**config.mk**
```make
export PLATFORM = sky130hd
export DESIGN_NAME = pll_drp_seq
export DESIGN_NICKNAME = d
export VERILOG_FILES = /design/src/rtl/pll_drp_seq.sv
export SDC_FILE = /design/constraint.sdc
export NUM_CORES = 1
export LEC_CHECK = 0
export BUFFER_PORTS_ARGS = -buffer_cell sky130_fd_sc_hd__buf_4
export CAP_MARGIN = 20
export CORE_MARGIN = 3
export CORE_UTILIZATION = 43
export DETAILED_ROUTE_END_ITERATION = 6
export MAX_ROUTING_LAYER = met4
export PLACE_DENSITY = 0.62
export SYNTH_ARGS = -nofsm -noshare
export SYNTH_HDL_FRONTEND = slang
export SYNTH_SLANG_ARGS = --single-unit
```
**constraint.sdc**
```tcl
create_clock -name DCLK -period 22.5 [get_ports DCLK]
set_input_delay 5.625 -clock DCLK [delete_from_list [all_inputs] [get_ports DCLK]]
set_output_delay 5.625 -clock DCLK [all_outputs]
set_load 0.05 [all_outputs]
```
**src/rtl/pll_drp_seq.sv**
```systemverilog
// PLL dynamic-reconfiguration sequencer: read-modify-write of up to 8 DRP registers with PLL held in reset.
// Optional DRDY watchdog enabled by defining PLL_DRP_SEQ_TIMEOUT_EN.
module pll_drp_seq #(
    parameter int DRDY_TIMEOUT = 64,
    parameter int RST_HOLD     = 4
) (
    input  logic        DCLK,
    input  logic        RST,
    input  logic        START,
    input  logic        CFG_WE,
    input  logic [2:0]  CFG_IDX,
    input  logic [6:0]  CFG_ADDR,
    input  logic [15:0] CFG_MASK,
    input  logic [15:0] CFG_VALUE,
    input  logic [3:0]  CFG_COUNT,
    output logic [6:0]  DADDR,
    output logic        DEN,
    output logic        DWE,
    output logic [15:0] DI,
    input  logic [15:0] DO,
    input  logic        DRDY,
    output logic        PLL_RST,
    input  logic        LOCKED,
    output logic        BUSY,
    output logic        DONE,
    output logic        ERROR
);

    if (DRDY_TIMEOUT < 4 || DRDY_TIMEOUT > 1023) begin : g_bad_timeout
        $error("pll_drp_seq: DRDY_TIMEOUT must be 4..1023");
    end
    if (RST_HOLD < 1 || RST_HOLD > 255) begin : g_bad_hold
        $error("pll_drp_seq: RST_HOLD must be 1..255");
    end

    localparam logic [7:0] HOLD_LAST = 8'(RST_HOLD - 1);

    typedef enum logic [2:0] {
        IDLE,
        RD,
        RD_WAIT,
        WR,
        WR_WAIT,
        HOLD,
        LOCK_WAIT
    } state_t;

    state_t      state_q, state_d;
    logic [2:0]  idx_q, idx_d;
    logic [3:0]  n_q, n_d;
    logic [7:0]  cnt_q, cnt_d;
    logic        den_q, den_d;
    logic        dwe_q, dwe_d;
    logic [6:0]  daddr_q, daddr_d;
    logic [15:0] di_q, di_d;
    logic        pll_rst_q, pll_rst_d;
    logic        busy_q, busy_d;
    logic        done_q, done_d;

    logic [6:0]  addr_q  [8];
    logic [6:0]  addr_d  [8];
    logic [15:0] mask_q  [8];
    logic [15:0] mask_d  [8];
    logic [15:0] value_q [8];
    logic [15:0] value_d [8];

    logic [3:0]  cfg_n;

    assign cfg_n = (CFG_COUNT > 4'd8) ? 4'd8 : CFG_COUNT;

    // Configuration table
    always_comb begin
        for (int unsigned i = 0; i < 8; i++) begin
            addr_d[i]  = addr_q[i];
            mask_d[i]  = mask_q[i];
            value_d[i] = value_q[i];
        end
        if (CFG_WE && !busy_q) begin
            addr_d[CFG_IDX]  = CFG_ADDR;
            mask_d[CFG_IDX]  = CFG_MASK;
            value_d[CFG_IDX] = CFG_VALUE;
        end
    end

    always_ff @(posedge DCLK or posedge RST) begin
        if (RST) begin
            for (int unsigned i = 0; i < 8; i++) begin
                addr_q[i]  <= '0;
                mask_q[i]  <= '0;
                value_q[i] <= '0;
            end
        end else begin
            for (int unsigned i = 0; i < 8; i++) begin
                addr_q[i]  <= addr_d[i];
                mask_q[i]  <= mask_d[i];
                value_q[i] <= value_d[i];
            end
        end
    end

`ifdef PLL_DRP_SEQ_TIMEOUT_EN
    localparam logic [9:0] WD_LAST = 10'(DRDY_TIMEOUT - 1);

    logic [9:0] wd_q, wd_d;
    logic       error_q, error_d;
    logic       wd_expired;

    // Watchdog restarts whenever the FSM leaves a wait state.
    always_comb begin
        wd_d = '0;
        if (state_q == RD_WAIT || state_q == WR_WAIT) begin
            wd_d = wd_q + 10'd1;
        end
    end

    assign wd_expired = (wd_q == WD_LAST);

    always_ff @(posedge DCLK or posedge RST) begin
        if (RST) begin
            wd_q    <= '0;
            error_q <= 1'b0;
        end else begin
            wd_q    <= wd_d;
            error_q <= error_d;
        end
    end

    assign ERROR = error_q;
`else
    assign ERROR = 1'b0;
`endif

    // Sequencer next-state and registered outputs. DEN/DWE/DADDR are set on
    // the edge that enters RD/WR so they are valid for the whole access cycle.
    always_comb begin
        state_d   = state_q;
        idx_d     = idx_q;
        n_d       = n_q;
        cnt_d     = cnt_q;
        den_d     = 1'b0;
        dwe_d     = 1'b0;
        daddr_d   = daddr_q;
        di_d      = di_q;
        pll_rst_d = pll_rst_q;
        busy_d    = busy_q;
        done_d    = 1'b0;
`ifdef PLL_DRP_SEQ_TIMEOUT_EN
        error_d   = error_q;
`endif

        unique case (state_q)
            IDLE: begin
                if (START) begin
`ifdef PLL_DRP_SEQ_TIMEOUT_EN
                    error_d = 1'b0;
`endif
                    if (cfg_n != 4'd0) begin
                        n_d       = cfg_n;
                        idx_d     = '0;
                        busy_d    = 1'b1;
                        pll_rst_d = 1'b1;
                        den_d     = 1'b1;
                        daddr_d   = addr_q[0];
                        state_d   = RD;
                    end else begin
                        done_d = 1'b1;
                    end
                end
            end
            RD: begin
                state_d = RD_WAIT;
            end
            RD_WAIT: begin
                if (DRDY) begin
                    di_d    = (DO & mask_q[idx_q]) | (value_q[idx_q] & ~mask_q[idx_q]);
                    den_d   = 1'b1;
                    dwe_d   = 1'b1;
                    daddr_d = addr_q[idx_q];
                    state_d = WR;
                end
`ifdef PLL_DRP_SEQ_TIMEOUT_EN
                else if (wd_expired) begin
                    error_d   = 1'b1;
                    pll_rst_d = 1'b0;
                    busy_d    = 1'b0;
                    state_d   = IDLE;
                end
`endif
            end
            WR: begin
                state_d = WR_WAIT;
            end
            WR_WAIT: begin
                if (DRDY) begin
                    if ({1'b0, idx_q} < (n_q - 4'd1)) begin
                        idx_d   = idx_q + 3'd1;
                        den_d   = 1'b1;
                        daddr_d = addr_q[idx_d];
                        state_d = RD;
                    end else begin
                        cnt_d   = '0;
                        state_d = HOLD;
                    end
                end
`ifdef PLL_DRP_SEQ_TIMEOUT_EN
                else if (wd_expired) begin
                    error_d   = 1'b1;
                    pll_rst_d = 1'b0;
                    busy_d    = 1'b0;
                    state_d   = IDLE;
                end
`endif
            end
            HOLD: begin
                if (cnt_q == HOLD_LAST) begin
                    cnt_d     = '0;
                    pll_rst_d = 1'b0;
                    state_d   = LOCK_WAIT;
                end else begin
                    cnt_d = cnt_q + 8'd1;
                end
            end
            LOCK_WAIT: begin
                // cnt_q == 0 marks the first LOCK_WAIT cycle, where LOCKED may be stale.
                if (cnt_q == 8'd0) begin
                    cnt_d = 8'd1;
                end else if (LOCKED) begin
                    done_d  = 1'b1;
                    busy_d  = 1'b0;
                    state_d = IDLE;
                end
            end
            default: begin
                state_d = IDLE;
            end
        endcase
    end

    always_ff @(posedge DCLK or posedge RST) begin
        if (RST) begin
            state_q   <= IDLE;
            idx_q     <= '0;
            n_q       <= '0;
            cnt_q     <= '0;
            den_q     <= 1'b0;
            dwe_q     <= 1'b0;
            daddr_q   <= '0;
            di_q      <= '0;
            pll_rst_q <= 1'b0;
            busy_q    <= 1'b0;
            done_q    <= 1'b0;
        end else begin
            state_q   <= state_d;
            idx_q     <= idx_d;
            n_q       <= n_d;
            cnt_q     <= cnt_d;
            den_q     <= den_d;
            dwe_q     <= dwe_d;
            daddr_q   <= daddr_d;
            di_q      <= di_d;
            pll_rst_q <= pll_rst_d;
            busy_q    <= busy_d;
            done_q    <= done_d;
        end
    end

    assign DADDR   = daddr_q;
    assign DEN     = den_q;
    assign DWE     = dwe_q;
    assign DI      = di_q;
    assign PLL_RST = pll_rst_q;
    assign BUSY    = busy_q;
    assign DONE    = done_q;

endmodule

```
* Word-level counts from Yosys, hierarchy flattened
Cells that the tools add are included.
** Storage, ports and cells
- Register bits :: 358
- Bits of input ports :: 68
- Word-level logic and storage cells :: 151
** Cells by class
- Add/subtract/negate cells :: 3
- Magnitude comparators :: 6
- Equal/unequal tests :: 17
- Mux-type cells :: 64
- Bitwise gates (word level) :: 7
- Reduce and logical (&&, ||, !) cells :: 19
** Operator list (count)
- 128-bit bitwise mux :: 2
- 16-bit binary-select mux with 3-bit select :: 2
- 16-bit two-way mux :: 5
- 7-bit two-way mux :: 10
- 56-bit bitwise mux :: 1
- 16-bit demux with 3-bit select :: 1
- 7-bit binary-select mux with 3-bit select :: 2
- 3-bit two-way mux :: 12
- 16-bit bitwise AND :: 2
- 8-bit two-way mux :: 4
- 8-bit case mux with 3 select lines :: 1
- 7-bit demux with 3-bit select :: 1
- 3-bit case mux with 7 select lines :: 1
- 7-bit case mux with 3 select lines :: 1
- 2-bit != test, second input constant :: 10
- 16-bit NOT :: 1
- 16-bit bitwise OR :: 1
- 1-bit two-way mux :: 15
- 4-bit greater-or-equal comparator, second input constant :: 3
- 3-bit NOT with 4-bit output :: 3
- 5-bit AND reduction :: 2
- 3-bit equality test, second input constant :: 3
- 8-bit by 1-bit adder with 8-bit output, second input constant :: 1
- 8-bit by 2-bit equality test with 1-bit output, second input constant :: 1
- other kinds (23) :: 31

* Depth between registers and ports, before layout
Gate-level depths: netlist of run 1.
- Depth after elaboration :: 8
- Gate-level depth with buffers :: 10
- Gate-level depth less buffers :: 9

* Least setup slack after synthesis of run 1
OpenSTA, ideal clock, no wires.
- Kind :: input port to flip-flop
- Start :: input CFG_IDX[0]
- End :: register value_q[16] in the netlist's numbering
- Library setup time :: 0.125 ns
- Data arrival time :: 7.093 ns
- Required time :: 22.375 ns
- Setup slack :: 15.282 ns
- Stages :: 5
- Path through :: nor3b_1 and3_1 clkbuf_1 buf_2 mux2_2
** On the way
- Word-level cells in the longest chain between the ends :: 6
- Elaborated cells on any way between the ends :: 7
- Classes of those cells :: order compare (2); mux (3); bitwise (1); reduce/logical (1)
** RTL lines
- from (decl) :: RTL line 11 : input logic [2:0] CFG_IDX,
- 3-bit NOT with 4-bit output (not written as such) * :: RTL line 81 : value_d[CFG_IDX] = CFG_VALUE;
- 4-bit greater-or-equal comparator (not written as such) / 4-bit by 1-bit less-than comparator with 1-bit output (equally long branches) :: RTL line 81
- 1-bit logical AND (not written as such) :: RTL line 81
- 16-bit two-way mux (not written as such) :: RTL line 81
- 16-bit demux with 3-bit select * :: RTL line 81
- 128-bit bitwise mux * :: RTL line 81
- to (signal, indexed assignment) :: RTL line 96 : value_q[i] <= value_d[i];
- to (decl) :: RTL line 64 : logic [15:0] value_q [8];
Every way passes the cells marked *; elsewhere a longest branch is shown, timed or not.
A chain may end at the register's enable or synchronous reset.

==> results.json, run 1 <==
{
  "status": "complete, no violations",
  "place_congestion": 0.733,
  "power.internal_mw": 1.76,
  "drive_above_1_share_pct": 48.6,
  "grt_setup_unrepaired": "false",
  "vias_per_cell": 5.69,
  "p_sw_mw": 0.785,
  "dieArea_um2": 41400,
  "p_comb_share_pct": 32.7,
  "min_period_ns": 7.50,
  "critPathMaxStageDelay_ns": 0.82,
  "synth-edff-count": 0,
  "cp_num_buf_inv": 4,
  "cts_resized": 0,
  "ys_types": 50,
  "hold_viol_final": 0,
  "cts_root_buf": "clkbuf_16",
  "cts_sinks": 358,
  "worstPathArrival_ns": 8.03,
  "synthesis.nets": 1223,
  "p_clk_share_pct": 25.8,
  "antennaDiodeCount": 0,
  "crit_required_ns": 23.03,
  "skew_ns": 0.0108,
  "setup_violations": 0,
  "wl_um": 38300,
  "h-tree-depth": 2,
  "hold_buffers": 0,
  "cts.clk_slew.worst_paths_ns": 0.06,
  "finish.utilization_pct": 50.8,
  "fmax_mhz": 133,
  "synth_area_um2": 16800,
  "grt_pass1_vias": 10400,
  "yosys_warnings": 0,
  "cts_setup_buffers": 0,
  "crit_top_cell": "buf_4",
  "nNetsFinal": 1300,
  "drv_slew": 0,
  "start_util_pct": 44.1,
  "crit_path_end_kind": "async pin",
  "dr.first_iter.drc_count": 462,
  "overflow": 0,
  "clock_latency_ns": 0.53,
  "worst_setup_path_start_kind": "primary input",
  "grt_first_pass_wirelength_um": 61700,
  "fin_area_um2": 19300,
  "cts_max_path_buffers": 3,
  "antenna_left": 0,
  "max_cap_violations": 0,
  "place_area_um2": 18000,
  "hp-class": "flop to flop",
  "worst_pin_slew_ns": 1.12,
  "avgSynthCellArea_um2": 14.6,
  "irDropWorstVdd_uv": 77.7,
  "coreArea_um2": 38000,
  "leakagePower_nw": 8.59,
  "cp_cell_sequence": "buf_4 > inv_8 > buf_12 > buf_4",
  "syn2layout_area_growth_pct": 15.2,
  "ios": 97,
  "port_buffers": 95,
  "fillers": 3294,
  "grt_max_degree": 171,
  "power_frac_seq_pct": 41.5,
  "async_reset_ff_share_pct": 100,
  "slowest_stage": "buf_4",
  "drtPass1Iterations": 5,
  "synthTopCellsByArea": "dfrtp_1 (53%), mux2_2 (23%), mux4_2 (11%), mux2i_1 (1.8%), o21ai_0 (1.3%)",
  "vias": 10000,
  "synth_seq_cells": 358,
  "die_w_um": 204,
  "dp_hpwl_um": 22500,
  "cp_top_family": "buffers and inverters",
  "relSlewSlack_pct": 25.1,
  "wire_per_inst_um": 21.7,
  "fin_crit_sh_pct": 33.3,
  "synthCells": 1149,
  "drcViolationCount": 0,
  "die_h_um": 204,
  "ys_seq_area_share_pct": 53.4,
  "tns_ns": 0,
  "switching_share_pct": 30.9,
  "dominantRegCellSynth": "dfrtp_1",
  "worstSetupPathType": "primary input to async pin",
  "synth_area_leader_cell": "dfrtp_1",
  "path_max_fanout": 170,
  "gr-usage-all-layers_pct": 19.5,
  "cts_tree": "done",
  "yosysTopAreaCellShare_pct": 53.4,
  "antenna_found_initial": 0,
  "cts_buffers": 41,
  "p_per_area_nw_per_um2": 132,
  "rows": 71
}
[synth_stat cells (2+ instances only)]
cell type,instances
dfrtp_1,358
mux2_2,341
mux4_2,81
nand2_1,54
o21ai_0,45
clkbuf_1,44
mux2i_1,31
buf_2,18
buf_1,16
a31oi_1,14
nand3_1,13
a21oi_1,11
a22oi_1,11
inv_1,11
nor2_1,10
nand2b_1,8
a2111oi_0,6
and3_1,6
ha_1,6
nor2b_1,6
nor3_1,6
o221ai_1,6
o311ai_0,5
nand3b_1,4
nor3b_1,4
a41oi_1,3
xnor2_1,3
a22o_1,2
a32oi_1,2
o31ai_1,2
o41a_1,2
xor2_1,2
[metal layers]
| layer | part of all wire (%) | GRT usage, % |
|---|---|---|
| met3 | 3.3 | 2.67 |
| met4 | 2.1 | 4.92 |
| met5 | 0 | - |
| met2 | 47 | 30.0 |
| met1 | 47 | 27.8 |
[cell usage in the layout, fill, tap and decap left out, types with 10 or more instances in the layout]
master     synthesis  routed
a21oi_1           11      11
a22oi_1           11      11
a31oi_1           14      14
buf_4              1     112
clkbuf_1          44      10
clkbuf_16          0      41
clkbuf_8           0      11
dfrtp_1          358     355
inv_1             11      10
mux2_2           341     341
mux2i_1           31      31
mux4_2            81      81
nand2_1           54      53
nand3_1           13      13
o21ai_0           45      45
[cells by family (layout without fill, tap and decap cells)]
| kind of cell | after synthesis | in the layout | share of synthesized area [%] |
|---|---|---|---|
| XOR/XNOR | 5 | 5 | 0.261 |
| other | 1 | 1 | 0.0223 |
| multiplexers | 453 | 453 | 35.6 |
| AO/OA/AOI/OAI | 117 | 117 | 4.62 |
| buffers and inverters | 90 | 193 | 2.17 |
| flip-flops | 358 | 358 | 53.4 |
| adder cells (fa/ha/maj) | 6 | 6 | 0.447 |
| AND/OR/NAND/NOR | 119 | 119 | 3.48 |
[cell type report]
class                      count  area [um^2]  share of cell area, %
sequential                   358         8970                   46.4
multi-input combinational    701         7480                   38.7
clock buffer                  62         1210                   6.29
timing repair buffer         113          861                   4.46
tap                          511          639                   3.31
clock inverter                 7          110                  0.570
inverter                      11         48.8                  0.253
[through the flow]
step	hold slack [ns]	worst slack (ns)	cells	power, mW
2_1_floorplan	0.453	6.94	1149	1.69
3_3_place_gp	0.467	14.33	1694	1.88
3_5_place_dp	0.474	14.30	1694	1.91
4_1_cts	0.488	14.86	1763	2.57
5_1_grt	0.506	14.54	1763	2.70
6_report	0.479	15.00	1763	2.54
[worst paths after layout]
kind                                  from           to  slack (ns)  depth (start not counted)
min in group asynchronous              RST       DI[13]        5.21                          2
max in group DCLK               CFG_IDX[0]   mask_q[19]       15.15                          5
worst min register to register      DI[12]       DI[12]        0.48                          2
worst max-delay path                   RST  value_q[20]       15.00                          4
worst max register to register    idx_q[0]        DI[1]       19.43                          5
worst min-delay path                DI[12]       DI[12]        0.48                          2
[state kept, by name (all words and copies together), names as in the netlist, 3 cells and up]
register  flops
DADDR         7
DI           16
addr_q       56
cnt_q         8
idx_q         3
mask_q      128
n_q           4
state_q       3
value_q     128
[tightest hold or removal path, delay by kind of cell, from the launching register on]
kind	cells	cell delay [ns]
AO/OA/AOI/OAI	1	0.06
flip-flops	1	0.34
AND/OR/NAND/NOR	1	0.05
[power groups by stage]
stage          Sequential (mW)  Combinational (mW)  Clock [mW]
6_report                  1.06               0.833       0.656
5_1_grt                   1.09               0.909       0.700
4_1_cts                   1.06               0.844       0.674
3_5_place_dp              1.06               0.841           0
3_3_place_gp              1.06               0.822           0
2_1_floorplan             1.05               0.637           0
Power figures use the tool's default switching activity.
==> inputs of run 2 (changes only) <==
--- a/config.mk
+++ b/config.mk
@@ -5,6 +5,7 @@
 export SDC_FILE = /design/constraint.sdc
 export NUM_CORES = 1
 export LEC_CHECK = 0
+export ABC_AREA = 1
 export BUFFER_PORTS_ARGS = -buffer_cell sky130_fd_sc_hd__buf_4
 export CAP_MARGIN = 20
 export CORE_MARGIN = 3
==> constraint.sdc (replaced) <==
create_clock -name DCLK -period 7.6 [get_ports DCLK]
set_input_delay 1.9 -clock DCLK [delete_from_list [all_inputs] [get_ports DCLK]]
set_output_delay 1.9 -clock DCLK [all_outputs]
set_load 0.05 [all_outputs]
==> results.json, run 2 <==
{
  "hold_buffers": 0,
  "instances_no_fill": 3003,
  "overflow": 0,
  "h-tree-depth": 2,
  "async_reset_ff_share_pct": 100,
  "synthesis.nets": 2499,
  "antenna_left": 0,
  "finish.utilization_pct": 48.6,
  "vias_per_cell": 5.13,
  "drtPass1Iterations": 6,
  "reg2reg_slack_ns": 4.13,
  "wl_um": 49000,
  "synth_seq_cells": 358,
  "synth_area_leader_cell": "dfrtp_1",
  "hold_path.startpoint": "DADDR[1]",
  "clock_latency_ns": 0.54,
  "fmax_mhz": 288,
  "synthTopCellsByArea": "dfrtp_1 (50%), nand2_1 (21%), o21ai_0 (7.0%), inv_1 (5.4%), nand3_1 (5.1%)",
  "place_congestion": 0.810,
  "fin_ws_ns": 4.13,
  "grt_setup_unrepaired": "false",
  "place_ws_ns": 3.89,
  "fillers": 4088,
  "port_buffers": 95,
  "r2r_end": "DI[2]",
  "grt_pass1_vias": 14800,
  "tns_ns": 0,
  "coreArea_um2": 41000,
  "die_h_um": 210,
  "hold_path_depth": 2,
  "yosysTopAreaCellShare_pct": 50.0,
  "setup_violations": 0,
  "irDropWorstVdd_uv": 154,
  "p_per_area_nw_per_um2": 422,
  "antenna_found_initial": 1,
  "dieArea_um2": 44100,
  "cp_cell_sequence": "buf_4 > inv_6 > buf_4 > nand2_1 > nand3_1 > nand2_1 > nand2_1 > nand2_1 > nor2_1 > o21ai_1",
  "avgSynthCellArea_um2": 7.39,
  "startpoint": "idx_q[0]",
  "dominantRegCellSynth": "dfrtp_1",
  "drcViolationCount": 0,
  "cts_max_path_buffers": 3,
  "path_max_fanout": 92,
  "cts_buffers": 39,
  "power_mw": 8.42,
  "grt_first_pass_wirelength_um": 79500,
  "fin_crit_sh_pct": 45.7,
  "cts_resized": 0,
  "grt_max_degree": 168,
  "cts.clk_slew.worst_paths_ns": 0.06,
  "dr.first_iter.drc_count": 1397,
  "dp_hpwl_um": 27600,
  "worst_setup_path_start_kind": "flop",
  "skew_ns": 0.00816,
  "worst_pin_slew_ns": 1.07,
  "leakagePower_nw": 10.3,
  "relSlewSlack_pct": 28.6,
  "crit_top_cell": "nand2_1",
  "gr-usage-all-layers_pct": 23.1,
  "hp-class": "flop to flop",
  "reg2reg_depth": 10,
  "slowest_stage": "buf_4",
  "cts_root_buf": "clkbuf_16",
  "reg_top3": "mask_q: 128 flops, value_q: 128 flops, addr_q: 56 flops",
  "ys_types": 37,
  "synthTopCellsByCount": "nand2_1 (980), dfrtp_1 (358), inv_1 (257)",
  "max_cap_violations": 0,
  "yosys_warnings": 0,
  "wire_per_inst_um": 16.3,
  "syn2layout_area_growth_pct": 11.4,
  "placed_cells": 2936,
  "ios": 97,
  "crit_end": "DI[2]",
  "drv_slew": 0,
  "yosysMostFrequentCell": "nand2_1",
  "final_cell_mix": "nand2_1 (977), dfrtp_1 (356), inv_1 (256)",
  "cts_sinks": 358,
  "hold_viol_final": 0,
  "die_w_um": 210,
  "cts_setup_buffers": 0,
  "worstSetupPathType": "flop to flop",
  "status": "complete, no violations",
  "synth_area_um2": 17900,
  "worstPathArrival_ns": 3.89,
  "critPathMaxStageDelay_ns": 0.86,
  "layout_commonest_cell": "nand2_1",
  "seq_area_um2": 8960,
  "cts_tree": "done",
  "crit_required_ns": 8.02,
  "nNetsFinal": 2519,
  "multiInputGateArea_um2": 7200,
  "min_period_ns": 3.47,
  "synthCells": 2425,
  "drive_above_1_share_pct": 8.10,
  "ys_seq_area_share_pct": 50.0,
  "rows": 74,
  "start_util_pct": 43.7,
  "crit_path_end_kind": "flop",
  "vias": 15400,
  "synth-edff-count": 0,
  "timing.rr.start": "idx_q[0]"
}
## run 2: stage by stage
stage,hold WS [ns],cell area [um^2]
global placement,0.461,18700
floorplan,0.448,17900
detailed placement,0.467,18700
finish,0.479,19900
CTS,0.483,19900
global route,0.498,19900
## run 2: kinds of logic after synthesis
| kind of cell | share of synthesized area (%) |
|---|---|
| AOI/OAI and AO/OA | 10.9 |
| xor gates and xnor gates | 0.196 |
| adders and majority gates | 0.419 |
| buffers and inverters | 9.86 |
| DFF | 50.0 |
| other | 0.0209 |
| and+or+nand+nor | 28.6 |
## run 2: worst min path at each step
stage                   to  slack (ns)
2_1_floorplan  value_q[50]        0.45
3_3_place_gp   value_q[54]        0.46
3_5_place_dp      DADDR[1]        0.47
4_1_cts        value_q[54]        0.48
5_1_grt        value_q[63]        0.50
6_report          DADDR[1]        0.48
## run 2: routing by layer
layer	part of all wire [%]	track usage, %	vias to the layer above
met5	0	-	-
met4	2.6	6.51	0
met3	6.8	3.45	90
met2	46	37.6	491
met1	44	30.4	7236
li1	-	-	7593
## run 2: worst max-delay path, delay by kind of cell (launching register included)
family,cells,cell delay (ns)
buffers and inverters,3,1.79
AOI/OAI and AO/OA,1,0.09
and+or+nand+nor,6,0.63
DFF,1,0.67
## run 2: cell type report
type / count / share of cell area, %
Antenna cell: 1 / 0.0125
Clock buffer: 62 / 5.94
Clock inverter: 4 / 0.226
Inverter: 265 / 5.04
Multi-Input combinational cell: 1666 / 36.1
Sequential cell: 358 / 44.9
Tap cell: 532 / 3.34
Timing Repair Buffer: 115 / 4.39
## run 2: power breakdown
group	leakage [nW]	internal [mW]	switching [mW]
logic	5.23	1.12	2.15
clock network	0.604	1.10	0.754
registers	4.50	2.82	0.475
total	10.3	5.03	3.38
